`src/rtl/truth_table_sweeper.sv`:
```
// -----------------------------------------------------------------------------
// truth_table_sweeper
//
// Exhaustive stimulus generator and checker for a small single-output
// combinational block. Every one of the 2^N_IN input vectors is applied to the
// block under test and held for HOLD cycles. The block's output is sampled on
// the last cycle of each hold and compared with the expected truth table
// EXPECT. The mismatch count, the first failing vector and a pass flag are
// reported.
//
// Parameters:
//   N_IN    DUT input width (1..8)
//   HOLD    cycles each vector is held (>= 1)
//   EXPECT  expected truth table, bit k = expected output for vector value k
//
// Ports:
//   clk              in   rising-edge clock
//   rst              in   synchronous active-high reset
//   start            in   begin a sweep (honoured in IDLE or DONE only)
//   vec_out          out  N_IN-bit vector driven to the DUT, MSB toggles slowest
//   dut_y            in   DUT output under test
//   busy             out  high while a sweep is running
//   done             out  one-cycle pulse at the end of a sweep
//   pass             out  last sweep finished with zero mismatches
//   err_cnt          out  N_IN+1-bit mismatch count of current/last sweep
//   first_err_vec    out  vector value of the first mismatch
//   first_err_valid  out  at least one mismatch seen in this sweep
//
// Build option:
//   SWEEP_GRAY_EN    when defined, vectors are applied in Gray-code order so
//                    exactly one DUT input changes per step; otherwise plain
//                    binary order is used.
// -----------------------------------------------------------------------------
module truth_table_sweeper #(
  parameter int                     N_IN   = 3,
  parameter int                     HOLD   = 4,
  parameter logic [(2**N_IN)-1:0]   EXPECT = 8'hE8
) (
  input  logic            clk,
  input  logic            rst,
  input  logic            start,
  output logic [N_IN-1:0] vec_out,
  input  logic            dut_y,
  output logic            busy,
  output logic            done,
  output logic            pass,
  output logic [N_IN:0]   err_cnt,
  output logic [N_IN-1:0] first_err_vec,
  output logic            first_err_valid
);

  // HOLD=1 still needs a one-bit counter so the register is never zero-width.
  localparam int              HW        = (HOLD > 1) ? $clog2(HOLD) : 1;
  localparam logic [HW-1:0]   HOLD_LAST = HW'(HOLD - 1);
  localparam logic [HW-1:0]   HOLD_ONE  = HW'(1);
  localparam logic [N_IN-1:0] IDX_LAST  = '1;
  localparam logic [N_IN-1:0] IDX_ONE   = N_IN'(1);
  localparam logic [N_IN:0]   ERR_ONE   = (N_IN + 1)'(1);

  typedef enum logic [1:0] {
    S_IDLE,
    S_RUN,
    S_DONE
  } state_t;

  state_t          state_q, state_d;
  logic [N_IN-1:0] idx_q, idx_d;
  logic [HW-1:0]   hold_q, hold_d;
  logic [N_IN:0]   errCnt_q, errCnt_d;
  logic [N_IN-1:0] firstVec_q, firstVec_d;
  logic            firstValid_q, firstValid_d;
  logic            pass_q, pass_d;
  logic            expY;
  logic            mismatch;

  // The applied vector is derived from the step index, so it naturally holds
  // its last value once the index stops moving in DONE and IDLE.
`ifdef SWEEP_GRAY_EN
  assign vec_out = idx_q ^ (idx_q >> 1);
`else
  assign vec_out = idx_q;
`endif

  // The truth table is indexed by the vector value, not by the step number,
  // so Gray ordering does not change what is expected.
  assign expY     = EXPECT[vec_out];
  assign mismatch = (dut_y != expY);

  // Next-state logic: starting a sweep clears every result register on the
  // same edge; in RUN the hold counter gates the sample, and the last
  // sample's mismatch is folded into the pass decision.
  always_comb begin
    state_d      = state_q;
    idx_d        = idx_q;
    hold_d       = hold_q;
    errCnt_d     = errCnt_q;
    firstVec_d   = firstVec_q;
    firstValid_d = firstValid_q;
    pass_d       = pass_q;

    unique case (state_q)
      S_IDLE, S_DONE: begin
        if (start) begin
          state_d      = S_RUN;
          idx_d        = '0;
          hold_d       = '0;
          errCnt_d     = '0;
          firstVec_d   = '0;
          firstValid_d = 1'b0;
          pass_d       = 1'b0;
        end else if (state_q == S_DONE) begin
          state_d = S_IDLE;
        end
      end

      S_RUN: begin
        if (hold_q == HOLD_LAST) begin
          hold_d = '0;
          if (mismatch) begin
            errCnt_d = errCnt_q + ERR_ONE;
            if (!firstValid_q) begin
              firstVec_d   = vec_out;
              firstValid_d = 1'b1;
            end
          end
          if (idx_q == IDX_LAST) begin
            state_d = S_DONE;
            pass_d  = (errCnt_d == '0);
          end else begin
            idx_d = idx_q + IDX_ONE;
          end
        end else begin
          hold_d = hold_q + HOLD_ONE;
        end
      end

      default: begin
        state_d = S_IDLE;
      end
    endcase
  end

  // State and result registers; reset wins over a simultaneous start and
  // suppresses any pending done pulse.
  always_ff @(posedge clk) begin
    if (rst) begin
      state_q      <= S_IDLE;
      idx_q        <= '0;
      hold_q       <= '0;
      errCnt_q     <= '0;
      firstVec_q   <= '0;
      firstValid_q <= 1'b0;
      pass_q       <= 1'b0;
    end else begin
      state_q      <= state_d;
      idx_q        <= idx_d;
      hold_q       <= hold_d;
      errCnt_q     <= errCnt_d;
      firstVec_q   <= firstVec_d;
      firstValid_q <= firstValid_d;
      pass_q       <= pass_d;
    end
  end

  assign busy            = (state_q == S_RUN);
  assign done            = (state_q == S_DONE);
  assign pass            = pass_q;
  assign err_cnt         = errCnt_q;
  assign first_err_vec   = firstVec_q;
  assign first_err_valid = firstValid_q;

endmodule

```
`config.mk`:
```
export PLATFORM = sky130hd
export DESIGN_NAME = truth_table_sweeper
export DESIGN_NICKNAME = d
export VERILOG_FILES = /design/src/rtl/truth_table_sweeper.sv
export SDC_FILE = /design/constraint.sdc
export NUM_CORES = 1
export LEC_CHECK = 0
export ABC_AREA = 1
export BUFFER_PORTS_ARGS = -buffer_cell sky130_fd_sc_hd__buf_2
export CAP_MARGIN = 15
export CORE_MARGIN = 3
export CORE_UTILIZATION = 45
export CTS_BUF_LIST = sky130_fd_sc_hd__clkbuf_8
export DETAILED_ROUTE_END_ITERATION = 8
export GPL_TIMING_DRIVEN = 0
export PLACE_DENSITY = 0.76
export SKIP_CTS_REPAIR_TIMING = 1
export SLEW_MARGIN = 40
export SYNTH_ARGS = -nofsm -noshare
export SYNTH_HDL_FRONTEND = slang
export SYNTH_SLANG_ARGS = --single-unit
export TNS_END_PERCENT = 5
```
`constraint.sdc`:
```
create_clock -name clk -period 2.7 [get_ports clk]
set_input_delay 0.27 -clock clk [delete_from_list [all_inputs] [get_ports clk]]
set_output_delay 0.27 -clock clk [all_outputs]
set_load 0.01 [all_outputs]
```
Word level (Yosys, flattened, before mapping)
Memories as Yosys holds them, arrays and structs flattened. A register that Yosys moved wholly into a read port is not among the register bits.
Index checks and enable logic that the tools add are counted.
{"block": "word_totals", "ff_bits": 16, "romBits": 8, "out_inout_bits": 14, "elab_cells": 67, "n_memories": 1}
{"block": "classes", "addsub": 3, "order_cmp": 1, "eq_ne": 12, "n_mux": 32, "reduce_logical": 11}
{"name": "(name not given)", "words": 8, "word_bits": 1, "rd": 1, "rd_ports_with_merged_regs": 1, "write_ports": 0, "line": "86", "rtl": "assign expY = EXPECT[vec_out];"}
{"op": "$mux 3", "count": 8}
{"op": "$mux 4", "count": 5}
{"op": "$mux 2", "count": 6}
{"op": "$pmux 3 s2", "count": 2}
{"op": "$reduce_and 4->1", "count": 3}
{"op": "$pmux 2 s2", "count": 2}
{"op": "$pmux 4 s2", "count": 1}
{"op": "$mux 1", "count": 6}
{"op": "$ne 2x1->1 const B", "count": 3}
{"op": "$ne 2x2->1 const B", "count": 3}
{"op": "$reduce_and 3->1", "count": 2}
{"op": "$reduce_and 5->1", "count": 1}
{"op": "$add 4x1->4 const B", "count": 1}
{"op": "$eq 2x2->1 const B", "count": 2}
{"op": "$logic_not 4->1", "count": 1}
{"op": "$lt 3x4->1 const B", "count": 1}
{"op": "$pmux 1 s2", "count": 2}
{"op": "$add 3x1->3 const B", "count": 1}
{"op": "$eq 3x3->1 const B", "count": 1}
{"op": "$ne 3x3->1 const B", "count": 1}
{"op": "$add 2x1->2 const B", "count": 1}
{"op": "$eq 2x1->1 const B", "count": 1}
{"op": "$logic_not 2->1", "count": 1}
{"op": "$reduce_and 2->1", "count": 1}
{"op": "other kinds (3)", "count": 3}

Depth between registers and ports, before layout
{"block": "logic_depth", "ltp_word": 10, "mapped_depth": 10, "mapped_depth_nobuf": 10}

Least setup slack after synthesis
OpenSTA, ideal clock, no wires.
{"block": "synth_path", "path_kind": "register to register", "startpoint": "reg idx_q[0] (netlist: vec_out[0])", "endpoint": "reg, netlist name expY", "setup_time_ns": 0.113, "arrival_time_ns": 1.199, "required_time_ns": 2.587, "slack_ns": 1.387, "stages_incl_launch_ff": 11, "path_buffers": 0, "synth_period_minus_slack_ns": 1.313, "path_cell_list": "dfxtp_1 ha_1 ha_1 nand2_1 nand2_2 inv_2 nand2_2 nand3_1 nand2_1 nand2_1 nand2_1"}
{"item": "start, declared", "line": "67", "rtl": "logic [N_IN-1:0] idx_q, idx_d;"}
{"item": "start signal, assigned", "line": "156", "rtl": "idx_q <= idx_d;"}

Worst setup path after layout
{"block": "layout_path", "startpoint": "reg idx_q[0] (netlist: vec_out[0])", "endpoint": "reg pass_q (netlist: pass)"}
{"block": "layout_between", "elab_chain_len": 3}
{"item": "$eq 3x3->1", "line": "126", "rtl": "if (idx_q == IDX_LAST) begin"}
{"item": "$ne 2x1->1 (no source line)"}
{"item": "$reduce_and 4->1 (no source line)"}
{"item": "end signal, assigned", "line": "161", "rtl": "pass_q <= pass_d;"}
{"item": "end, declared", "line": "72", "rtl": "logic pass_q, pass_d;"}
Every way passes these cells.
A chain may end at the register's enable or synchronous reset.

==> impl_metrics.toml <==
[finish]
design_area_um2 = 1060
area_growth_pct = 18.1
fin_util_pct = 59.0
antenna_cells = 0
final_common_cell = "nand2_1"
final_cells = 181
final_cell_mix = "nand2_1 (51), dfxtp_1 (17), buf_2 (17), inv_1 (15), a21oi_1 (13)"
final_layout_size_suffix_gt1_share_pct = 23.1
finalNetCount = 165

[floorplan]
die_y_um = 50.7
start_util_pct = 50.0
row_count = 15
core_area_um2 = 1800
dieWidth_um = 50.7
ios = 18
design.die.area_um2 = 2570

[detailed_routing]
wirelength_um = 1790
drc = 0
firstDrtPassIters = 3
post_drt_via_cell_ratio = 4.77
num_vias = 863
drtIter0Drc = 4
antenna_left = 0
post_drt_wl_per_cell_um = 9.91

[logic_synthesis]
ys_warn_count = 0
yosys.area.top_type = "dfxtp_1"
ys_ff_latch = 17
syn-cell-area_um2 = 901
synth.distinct_cells = 16
synth_top_cell_area_share_pct = 37.8
avgSynthCellArea_um2 = 6.67
synth.yosys.seq_area_share_pct = 37.8
synthTopCellsByArea = "dfxtp_1 (38%), nand2_1 (21%), a21oi_1 (7.2%), nand3_1 (6.7%), inv_1 (6.3%)"
synth_cells = 135
synth_nets = 143

[timing]
tightest_slew_ns = 0.447
slew_headroom_pct = 70.2
slew_viol_final = 0
hold_viol = 0
skew_ns = 0.00303
max_freq_ghz = 0.699
period_share_pct = 53.0
setup_violations = 0
rsz0062_at_grt = "no"
tns_ns = 0
finalCriticalPeriod_ns = 1.43

[worst_hold_path]
hold_path_class = "primary input to flip-flop"

[setup_path]
r2r-start = "vec_out[0]"
slowest_delay_ns = 0.40
slowest_stage = "dfxtp_1"
end_kind = "flip-flop"
crit_required_ns = 2.88
worstPathCellList = "ha_1 > ha_1 > nand2_1 > nor2_1 > nand3_1 > nor2_1 > nand3_1 > a21oi_1"
arrival_ns = 1.61
cp_max_fo = 4
r2r_slack_ns = 1.27
critPathKind = "flip-flop to flip-flop"
start_kind = "flip-flop"
reg2regPathDepth = 8
endpoint = "pass"
critical_path.startpoint = "vec_out[0]"
r2r_end = "pass"

[cts]
root_buffer = "clkbuf_8"
numClockSinks = 17
cts_buffers = 3
clock_path_buffers = 2
h-tree-depth = 1
path_clk_slew_ns = 0.07
cts_tree = "done"
clk-insertion-delay-late_ns = 0.25

[grt]
grt_start_max_net_pins = 11
met3_usage_pct = 4.15
grt_pass1_wl_um = 3330
busiest_layer = "met2"
grt.met2_usage_pct = 29.1
grtUsageMet1_pct = 19.5
grt_pass1_vias = 826
antenna_found_initial = 0
grt_overflow_total = 0
track_usage_pct = 16.7

[placed_design]
post-dp-hpwl_um = 1480
gp_congestion = 0.798
placed_cell_area_um2 = 1020
placed_cells_incl_taps = 177
io_buffers = 17

[outcome]
run_status = "completed"

[power]
powerDensity_nw_per_um2 = 494
p_leak_uw = 0.000538
totalPowerFinal_uw = 525
ir_drop_v = 0.000331

[job]
cap_violations = 0
[metal layers]
| layer | up-vias | routed length, um | part of all wire [%] |
|---|---|---|---|
| li1 | 460 | - | - |
| met3 | 4 | 62 | 3.5 |
| met4 | 0 | 26 | 1.4 |
| met1 | 389 | 815 | 45 |
| met2 | 10 | 890 | 50 |
| met5 | - | 0 | 0 |
[critical path, delay by kind of cell (launching register included)]
family | cells | cell delay (ns)
adders and majority gates | 2 | 0.34
and+or+nand+nor | 5 | 0.50
DFF | 1 | 0.40
AOI/OAI and AO/OA | 1 | 0.12
[report_power, final]
| part | switching (uW) | internal [uW] | leakage, uW |
|---|---|---|---|
| Clock | 85.1 | 102 | 0.0000255 |
| Combinational | 47.8 | 23.8 | 0.000374 |
| Sequential | 7.78 | 258 | 0.000138 |
| Total | 141 | 385 | 0.000538 |
[logic make-up after synthesis]
family,count (synthesis),synth area share (%)
xor+xnor,1,0.972
buf+inv,20,8.47
flops,17,37.8
fa+ha+maj,4,5.56
compound gates,13,7.22
simple gates,80,40.0
[flip-flops by register name (all words and copies together) (netlist names)]
signal,cells
first_err_valid,1
pass,1
expY,1
vec_out,3
hold_q,2
state_q,2
err_cnt,4
first_err_vec,3
[synth_stat cells]
cell type / count
nand2_1: 51
dfxtp_1: 17
inv_1: 15
a21oi_1: 13
nand3_1: 12
nand2_2: 6
nor2_1: 6
ha_1: 4
inv_2: 3
nand3_2: 2
clkbuf_1: 1
clkinv_2: 1
nand2_4: 1
nor2_2: 1
nor2_4: 1
xor2_1: 1
[layout make-up]
class	instances	area (um^2)
Fill cell	188	738
Tap cell	25	31.3
Clock inverter	1	5.00
Multi-Input combinational cell	98	484
Clock buffer	3	41.3
Inverter	19	72.6
Buffer	1	3.75
Timing Repair Buffer	17	85.1
Sequential cell	17	340
[per-stage QoR]
step	setup WS (ns)	hold slack [ns]
floorplan	1.39	0.339
global placement	1.32	0.449
detailed placement	1.29	0.460
CTS	1.25	0.240
global route	1.10	0.260
finish	1.27	0.246
[how the worst min path moves through the flow]
stage                                 from          endpoint  slack [ns]  cells after the start
after floorplan                        rst        err_cnt[0]        0.34                      1
after global placement    first_err_vec[0]  first_err_vec[0]        0.45                      2
after detailed placement  first_err_vec[1]  first_err_vec[1]        0.46                      2
after CTS                              rst        err_cnt[0]        0.24                      2
after global routing                   rst         hold_q[1]        0.26                      2
final                                  rst        err_cnt[0]        0.25                      2
Note: power is estimated with default switching activity, not from simulation.
